==> src/rtl/em_pkg.sv <==
// Shared definitions for the electromagnet gripper driver: FSM state
// encodings, the default pickup-node mask and a limit helper.
package em_pkg;

  // Per-channel FSM state encodings
  localparam logic [2:0] ST_IDLE   = 3'd0;
  localparam logic [2:0] ST_PULLIN = 3'd1;
  localparam logic [2:0] ST_HOLD   = 3'd2;
  localparam logic [2:0] ST_DEMAG  = 3'd3;
  localparam logic [2:0] ST_FAULT  = 3'd4;

  // Nodes 10, 11, 22 and 23 are pickup points
  localparam logic [31:0] DEFAULT_LATCH_MASK = 32'h00C0_0C00;

  // A zero-length limit behaves like a one-cycle limit
  function automatic int unsigned lim1(input int unsigned v);
    return (v == 0) ? 1 : v;
  endfunction

endpackage

==> src/rtl/em_channel.sv <==
// One magnet channel: latch/hold/release FSM with its pull-in, demag and
// grip-confirm counters. Emits next-cycle drive bits so the top-level
// output registers line up with the state register.
module em_channel
  import em_pkg::*;
#(
  parameter int unsigned PULLIN_CYC   = 50000,
  parameter int unsigned GRIP_TIMEOUT = 500000,
  parameter int unsigned DEMAG_CYC    = 5000
) (
  input  logic clk,
  input  logic rst,
  input  logic trig_i,
  input  logic delatch_i,
  input  logic grip_ok_i,
  input  logic pwm_hi_i,   // PWM high phase for the cycle after this edge
  output logic drv_o1_o,   // forward drive to register at this edge
  output logic drv_o2_o,   // reverse drive to register at this edge
  output logic latched_o,
  output logic fault_o
);

  localparam int unsigned PL   = lim1(PULLIN_CYC);
  localparam int unsigned GT   = lim1(GRIP_TIMEOUT);
  localparam int unsigned DC   = lim1(DEMAG_CYC);
  localparam int unsigned PL_W = $clog2(PL) + 1;
  localparam int unsigned GT_W = $clog2(GT) + 1;
  localparam int unsigned DC_W = $clog2(DC) + 1;

  logic [2:0]      state_q, state_d;
  logic [PL_W-1:0] pc_q, pc_d;
  logic [GT_W-1:0] gc_q, gc_d;
  logic [DC_W-1:0] dc_q, dc_d;

  // Next-state and counter update; delatch outranks trigger and timeout
  always_comb begin
    state_d = state_q;
    pc_d    = pc_q;
    gc_d    = gc_q;
    dc_d    = dc_q;
    case (state_q)
      ST_IDLE: begin
        if (trig_i && !delatch_i) begin
          state_d = ST_PULLIN;
          pc_d    = '0;
        end
      end
      ST_PULLIN: begin
        if (delatch_i) begin
          state_d = ST_DEMAG;
          dc_d    = '0;
          pc_d    = '0;
        end else if (pc_q == PL_W'(PL - 1)) begin
          state_d = ST_HOLD;
          pc_d    = '0;
          gc_d    = '0;
        end else begin
          pc_d = pc_q + 1'b1;
        end
      end
      ST_HOLD: begin
        if (delatch_i) begin
          state_d = ST_DEMAG;
          dc_d    = '0;
          gc_d    = '0;
        end else if (grip_ok_i) begin
          gc_d = '0;
        end else begin
          gc_d = gc_q + 1'b1;
          if (gc_q == GT_W'(GT - 1)) state_d = ST_FAULT;
        end
      end
      ST_DEMAG: begin
        if (dc_q == DC_W'(DC - 1)) begin
          state_d = ST_IDLE;
          dc_d    = '0;
        end else begin
          dc_d = dc_q + 1'b1;
        end
      end
      ST_FAULT: begin
        if (delatch_i) begin
          state_d = ST_IDLE;
          gc_d    = '0;
        end
      end
      default: begin
        state_d = ST_IDLE;
        pc_d    = '0;
        gc_d    = '0;
        dc_d    = '0;
      end
    endcase
  end

  // State and counter registers with synchronous reset
  always_ff @(posedge clk) begin
    if (rst) begin
      state_q <= ST_IDLE;
      pc_q    <= '0;
      gc_q    <= '0;
      dc_q    <= '0;
    end else begin
      state_q <= state_d;
      pc_q    <= pc_d;
      gc_q    <= gc_d;
      dc_q    <= dc_d;
    end
  end

  // Drive decode from the upcoming state so outputs move on the same edge
  always_comb begin
    drv_o1_o = 1'b0;
    drv_o2_o = 1'b0;
    if (!rst) begin
      drv_o1_o = (state_d == ST_PULLIN) || ((state_d == ST_HOLD) && pwm_hi_i);
      drv_o2_o = (state_d == ST_DEMAG);
    end
  end

  assign latched_o = (state_q == ST_PULLIN) || (state_q == ST_HOLD);
  assign fault_o   = (state_q == ST_FAULT);

endmodule

==> src/rtl/electromagnet_ctrl.sv <==
// Multi-channel electromagnet driver: decodes node-triggered latch
// requests, runs the shared hold PWM counter and registers the H-bridge
// outputs for every channel.
module electromagnet_ctrl
  import em_pkg::*;
#(
  parameter int unsigned N_CH         = 2,
  parameter int unsigned NODE_W       = 5,
  parameter logic [2**NODE_W-1:0] LATCH_MASK = DEFAULT_LATCH_MASK,
  parameter int unsigned PULLIN_CYC   = 50000,
  parameter int unsigned PWM_PERIOD   = 100,
  parameter int unsigned HOLD_DUTY    = 40,
  parameter int unsigned GRIP_TIMEOUT = 500000,
  parameter int unsigned DEMAG_CYC    = 5000,
  localparam int unsigned CH_W = (N_CH > 1) ? $clog2(N_CH) : 1
) (
  input  logic              clk,
  input  logic              rst,
  input  logic              en,
  input  logic [NODE_W-1:0] future_node,
  input  logic [CH_W-1:0]   ch_sel,
  input  logic [N_CH-1:0]   delatch,
  input  logic [N_CH-1:0]   grip_ok,
  output logic [N_CH-1:0]   o1,
  output logic [N_CH-1:0]   o2,
  output logic [N_CH-1:0]   latched,
  output logic [N_CH-1:0]   fault
);

  localparam int unsigned PP    = lim1(PWM_PERIOD);
  localparam int unsigned PWM_W = $clog2(PP) + 1;

  logic [PWM_W-1:0] pwm_q, pwm_d;
  logic             pwm_hi_d;
  logic             node_hit;
  logic [N_CH-1:0]  trig;
  logic [N_CH-1:0]  drv_o1, drv_o2;
  logic [N_CH-1:0]  o1_q, o2_q;

  // Free-running hold PWM counter, wraps at the period
  always_comb begin
    if (rst || (pwm_q == PWM_W'(PP - 1))) pwm_d = '0;
    else                                  pwm_d = pwm_q + 1'b1;
  end

  assign pwm_hi_d = (32'(pwm_d) < HOLD_DUTY);

  // PWM counter register
  always_ff @(posedge clk) begin
    if (rst) pwm_q <= '0;
    else     pwm_q <= pwm_d;
  end

  assign node_hit = en && LATCH_MASK[future_node];

  for (genvar i = 0; i < int'(N_CH); i++) begin : g_ch
    assign trig[i] = node_hit && (int'(ch_sel) == i);

    em_channel #(
      .PULLIN_CYC  (PULLIN_CYC),
      .GRIP_TIMEOUT(GRIP_TIMEOUT),
      .DEMAG_CYC   (DEMAG_CYC)
    ) u_ch (
      .clk      (clk),
      .rst      (rst),
      .trig_i   (trig[i]),
      .delatch_i(delatch[i]),
      .grip_ok_i(grip_ok[i]),
      .pwm_hi_i (pwm_hi_d),
      .drv_o1_o (drv_o1[i]),
      .drv_o2_o (drv_o2[i]),
      .latched_o(latched[i]),
      .fault_o  (fault[i])
    );
  end

  // Registered H-bridge outputs
  always_ff @(posedge clk) begin
    if (rst) begin
      o1_q <= '0;
      o2_q <= '0;
    end else begin
      o1_q <= drv_o1;
      o2_q <= drv_o2;
    end
  end

  assign o1 = o1_q;
  assign o2 = o2_q;

endmodule

==> config.mk <==
export PLATFORM = sky130hd
export DESIGN_NAME = electromagnet_ctrl
export DESIGN_NICKNAME = d
export VERILOG_FILES = /design/src/rtl/em_pkg.sv /design/src/rtl/em_channel.sv /design/src/rtl/electromagnet_ctrl.sv
export SDC_FILE = /design/constraint.sdc
export NUM_CORES = 1
export LEC_CHECK = 0
export BUFFER_PORTS_ARGS = -buffer_cell sky130_fd_sc_hd__buf_2
export CORE_ASPECT_RATIO = 0.7
export CORE_MARGIN = 5
export CORE_UTILIZATION = 61
export CTS_CLUSTER_SIZE = 12
export DETAILED_ROUTE_END_ITERATION = 8
export PLACE_DENSITY = 0.79
export SLEW_MARGIN = 20
export SYNTH_ARGS = -nofsm -noshare
export SYNTH_HDL_FRONTEND = slang
export SYNTH_HIERARCHICAL = 1
export SYNTH_SLANG_ARGS = --single-unit
export TNS_END_PERCENT = 10
==> constraint.sdc <==
create_clock -name clk -period 4.35 [get_ports clk]
set_input_delay 0 -clock clk [delete_from_list [all_inputs] [get_ports clk]]
set_output_delay 0 -clock clk [all_outputs]
set_load 0.01 [all_outputs]
==> results of run 1 <==
sequential cells by signal, summed over array words and instances, names as in the netlist:
name / cells
g_ch.u_ch/gc_q: 40
g_ch.u_ch/pc_q: 34
g_ch.u_ch/dc_q: 28
pwm_q: 8
g_ch.u_ch/state_q: 6
o1: 2
o2: 2
metal layers:
metal  share of wire  global-route usage
met1            0.48               0.309
met2            0.46               0.337
met3           0.054              0.0525
met4          0.0086              0.0918
met5               0                   0
power by group:
part           switching [uW]  internal [uW]  leakage [uW]
Clock                     495           1140      0.000333
Sequential               47.1           1130      0.000968
Combinational             252            127       0.00104
worst min-delay path by stage:
stage / slack [ps] / to / start / cells after the start
floorplan: 70 / o1[0] / rst / 1
global placement: 320 / g_ch[0].u_ch/state_q[2] / delatch[0] / 2
detailed placement: 330 / g_ch[0].u_ch/state_q[2] / delatch[0] / 2
CTS: 260 / g_ch[0].u_ch/state_q[0] / ch_sel / 5
global route: 290 / g_ch[0].u_ch/state_q[0] / ch_sel / 5
finish: 280 / g_ch[0].u_ch/state_q[0] / ch_sel / 5
logic make-up after synthesis:
| family | Yosys count |
|---|---|
| AOI/OAI and AO/OA | 76 |
| xor gates and xnor gates | 90 |
| adders and majority gates | 7 |
| buffers and inverters | 41 |
| DFF | 120 |
| muxes | 4 |
| and+or+nand+nor | 371 |
final cells by class:
type | count | area [um^2]
well taps | 128 | 160
clock buffers | 19 | 443
repair buffers | 25 | 155
fillers | 722 | 2800
clock inverters | 13 | 249
multi-input cells | 548 | 3460
inverters | 15 | 56.3
flip-flops and latches | 120 | 2400
stage by stage:
| step | instance area, um^2 | hold slack (ps) | util |
|---|---|---|---|
| after global placement | 6170 | 318 | 0.635 |
| after floorplan | 6080 | 71.6 | - |
| after CTS | 6920 | 263 | 0.712 |
| final | 6920 | 283 | 0.712 |
| after global routing | 6920 | 293 | 0.712 |
| after detailed placement | 6170 | 327 | 0.635 |
cell usage in the layout, fill, tap and decap left out, types with 6 or more instances in the layout:
cell and count:
a21oi_1 22, and3_1 17, and4_1 6, buf_2 19, bufinv_16 7, clkbuf_16 17, dfxtp_1 120, dlygate4sd3_1 6
ha_1 7, inv_1 13, nand2_1 50, nand2b_1 7, nand3_1 22, nand4_1 34, nor2_1 128, nor2b_1 11
nor3_1 24, nor4_1 18, o21ai_0 14, o31ai_1 7, or3_1 9, or4_1 6, xnor2_1 53, xor2_1 37
worst max-delay path, stage by stage (launching register included):
cell      delay, ps
dfxtp_1         530
nor3b_1         450
a21boi_1        230
a211o_1         660
o21bai_2        450
a21oi_1         250
timing repair:
item                                   in CTS  in global routing
endpoints found under the hold margin       9                  0
hold buffers                                6                  0
gates resized for setup                     0                  0
buffers inserted                            0                  0
==> reports/results.ini, run 1 <==
[synthesis]
yosys_warnings = 6
syn_area_um2 = 6080
synth_compound_area_frac = 0.0916
synthCells = 709
synth-edff-count = 0
synth_ff_type = dfxtp_1
synth_xor_area_frac = 0.130
seq_area_frac_synth = 0.395
synth_top_family_by_area = simple AND/OR/NAND/NOR gates
synth_simple_gate_area_share = 0.327
yosys_register_bits = 120
async_flop_share = 0
synth_fp_nets = 729
avgSynthCellArea_um2 = 8.57
synth.area.top_cells = dfxtp_1 (40%), nor2_1 (7.9%), xnor2_1 (7.6%)
netlist.area_leader.share = 0.395
synthMuxAreaShare = 0.00659
synth-adder-area-share = 0.0144
yosysMostFrequentCell = nor2_1
yosys-top-cells-count = nor2_1 (128), dfxtp_1 (120), xnor2_1 (53)
synth_cell_types = 70
yosysTopAreaCell = dfxtp_1

[worst_setup_path]
crit_type = register to register
end_kind = register
r2r_slack_ps = 1690
start_kind = register
cp-endpoint = g_ch[1].u_ch/gc_q[2]
worstRegToRegCells = 5
cp_max_fo = 24
r2r-end = g_ch[1].u_ch/gc_q[2]
worst_ep_arrival_time_ps = 2990
crit_path_start = g_ch[1].u_ch/state_q[0]
worst_ep_required_time_ps = 4680
reg2reg_from = g_ch[1].u_ch/state_q[0]

[sta]
rsz0062_at_grt = no
finalCritPeriodShare = 0.611
finalCriticalPeriod_ps = 2660
tightest_slew_ps = 812
maxSlewHeadroom = 0.459
hold_violations = 0
fmax_mhz = 376
setup_tns_ps = 0
fin_skew_ps = 11.9
fin_ws_ps = 1690
setup_viol = 0
maxSlewViolCount = 0

[global_route]
grt_pass1_vias = 4820
grt_max_degree = 25
grt.overflow.total = 0
grt_pass1_wl_mm = 22.2
antenna_found_initial = 0
grt_usage = 0.224

[drt]
wl_mm = 13.0
routedWlPerCell_um = 15.0
via_count = 5096
drt_iter0_drc = 446
drc = 0
ant_nets = 0
dr.pass1.iters = 5
via_per_inst = 5.87

[power]
p_per_area_nw_per_um2 = 462
leakagePower_uw = 0.00234
irDropWorstVdd_v = 0.000329
power.total_uw = 3200

[clocking]
cts_tree = yes
htreeDepth = 4
clockRootBuffer = clkbuf_16
cts_num_sinks = 120
cts_buffer_depth = 2
clk_latency_ps = 410
cts_buffers = 17
clk_pin_slew_ps = 50

[floorplanning]
dieArea_um2 = 12100
die_w_um = 129
die_h_um = 93.5
num_io_pins = 21
core_um2 = 9720
start_util = 0.625
num_rows = 30

[place]
dp_cells = 830
port_buffers = 19
dp_hpwl_mm = 8.48
dp_slack_ps = 1770
place.gp.congestion = 0.845

[layout]
fin_nets = 747
diodes = 0
drive_gt1_frac = 0.108
area_growth_pct = 14.0
post_layout_nonfiller_instances = 868

[min_path]
min_path_type = primary input to register

[run]
cap_violations = 0

[outcome]
status = finished clean

(Power assumes the default switching activity.)
==> inputs of run 2 (changes only) <==
--- a/config.mk
+++ b/config.mk
@@ -8,10 +8,10 @@
 export BUFFER_PORTS_ARGS = -buffer_cell sky130_fd_sc_hd__buf_2
 export CORE_ASPECT_RATIO = 0.7
 export CORE_MARGIN = 5
-export CORE_UTILIZATION = 61
+export CORE_UTILIZATION = 56
 export CTS_CLUSTER_SIZE = 12
 export DETAILED_ROUTE_END_ITERATION = 8
-export PLACE_DENSITY = 0.79
+export PLACE_DENSITY = 0.76
 export SLEW_MARGIN = 20
 export SYNTH_ARGS = -nofsm -noshare
 export SYNTH_HDL_FRONTEND = slang
==> constraint.sdc (replaced) <==
create_clock -name clk -period 2.4 [get_ports clk]
set_input_delay 0 -clock clk [delete_from_list [all_inputs] [get_ports clk]]
set_output_delay 0 -clock clk [all_outputs]
set_load 0.01 [all_outputs]
==> run 2 against run 1 <==
  * Count of clock-buffer cells in the layout grew 5
  * Critical path type unchanged
  * Clock skew shrank 2.7 ps
  * Largest power group unchanged
  * Register-to-register slack lost 1500 ps
==> reports/results.ini, run 2 (synthesized netlist as in run 1, its figures left out) <==
[outcome]
status = finished clean

[layout]
fill_cells = 840
area_growth_pct = 15.2
final_cell_mix = nor2_1 (128), dfxtp_1 (120), xnor2_1 (53)
final_util = 0.668
diodes = 0
layout_commonest_cell = nor2_1
multi_input_area_um2 = 3480
largest_register_ffs = 40
regArea_um2 = 2400
drive_gt1_frac = 0.124
largestRegisters = g_ch.u_ch/gc_q (40), g_ch.u_ch/pc_q (34), g_ch.u_ch/dc_q (28)
largest_register = g_ch.u_ch/gc_q
fin_nets = 758

[drt]
drt_iter0_drc = 403
via_per_inst = 5.84
drc = 0
met3_length_um = 627
wl_mm = 13.1
routedWlPerCell_um = 14.9
wl_met2_mm = 6.28
topRoutingLayerUsed = met4
ant_nets = 0
wl_met1_mm = 6.07
dr.pass1.iters = 5
via_count = 5151

[worst_setup_path]
start_kind = register
critPathMaxStageDelay_ps = 430
worst_ep_arrival_time_ps = 2480
crit_slowest_cell = or4b_1
worst_ep_required_time_ps = 2680
crit_chain = ha_1 -> or4b_1 -> nor4_1 -> nand4_1 -> a22oi_2 -> a21oi_1 -> nor2b_1 -> nor2b_1
crit_family = simple AND/OR/NAND/NOR gates
crit_buf_inv = 0
cp_max_fo = 6
end_kind = register
crit_path_frequent_cell = nor2b_1
crit_type = register to register

[floorplanning]
core_um2 = 10500
num_io_pins = 21
dieArea_um2 = 13100
num_rows = 31
die_w_um = 134
start_util = 0.580
die_h_um = 97.2

[sta]
setup_viol = 0
hold_violations = 0
fmax_mhz = 454
finalCriticalPeriod_ps = 2200
tightest_slew_ps = 628
finalCritPeriodShare = 0.918
maxSlewViolCount = 0
rsz0062_at_grt = no
setup_tns_ps = 0
maxSlewHeadroom = 0.580
fin_skew_ps = 9.19

[place]
port_buffers = 19
dp_hpwl_mm = 8.90
place.gp.congestion = 0.873

[global_route]
grt_pass1_wl_mm = 22.9
grt_max_degree = 25
antenna_found_initial = 0
grt_usage = 0.209
grt.overflow.total = 0
grt_pass1_vias = 4909

[clocking]
cts_buffer_depth = 2
cts_buffers = 17
cts_setup_buffers = 0
cts_num_sinks = 120
cts_tree = yes
clockRootBuffer = clkbuf_16
clk_latency_ps = 410
clk_pin_slew_ps = 50
htreeDepth = 4

[power]
irDropWorstVdd_v = 0.000527
leakagePower_uw = 0.00239
p_per_area_nw_per_um2 = 806

[min_path]
min_path_type = primary input to register

[run]
cap_violations = 0

## run 2: path summary, 6_finish.rpt
| kind | to | slack (ps) | cells after the start | start |
|---|---|---|---|---|
| hold reg to reg | pwm_q[0] | 460 | 1 | pwm_q[0] |
| hold / removal | g_ch[1].u_ch/gc_q[1] | 20 | 4 | grip_ok[1] |
| setup reg to reg | o2[0] | 200 | 8 | g_ch[0].u_ch/gc_q[1] |
| setup / recovery | o2[0] | 200 | 8 | g_ch[0].u_ch/gc_q[1] |
## run 2: repair_timing
item / 4_1_cts / 5_1_grt
setup endpoints to repair: 0 / 3
hold buffers: 5 / 0
resized for setup: 0 / 4
hold endpoints to repair: 7 / 0
## run 2: power breakdown
part	internal (uW)	leakage, uW	switching (uW)	total [uW]
logic	280	0.00110	486	766
clock network	1890	0.000318	861	2760
registers	2050	0.000968	72.7	2120
## run 2: worst min-delay path: stages
cell	delay, ps
buf_2	100
nor4_1	70
a22oi_1	140
nor2_1	50
## run 2: layer usage
metal	global-route usage	vias up
met4	0.0642	0
met3	0.0606	14
met1	0.282	2450
li1	-	2553
met2	0.324	134
met5	0	-
## run 2: metrics by stage
step           power, uW  std cells  cell area [um^2]  setup WS [ps]  hold WS (ps)
2_1_floorplan       2730        709              6080            376          71.6
3_3_place_gp        2870        846              6280            264           327
3_5_place_dp        2900        846              6280            223           335
4_1_cts             5670        882              6980            138          5.66
5_1_grt             5870        882              7000           12.9          21.5
6_report            5650        882              7000            196          18.1
## run 2: cell type report
type / count / share of cell area
clock inverters: 7 / 0.0197
inverters: 15 / 0.00804
well taps: 132 / 0.0236
flip-flops and latches: 120 / 0.343
repair buffers: 36 / 0.0354
clock buffers: 24 / 0.0731
multi-input cells: 548 / 0.497
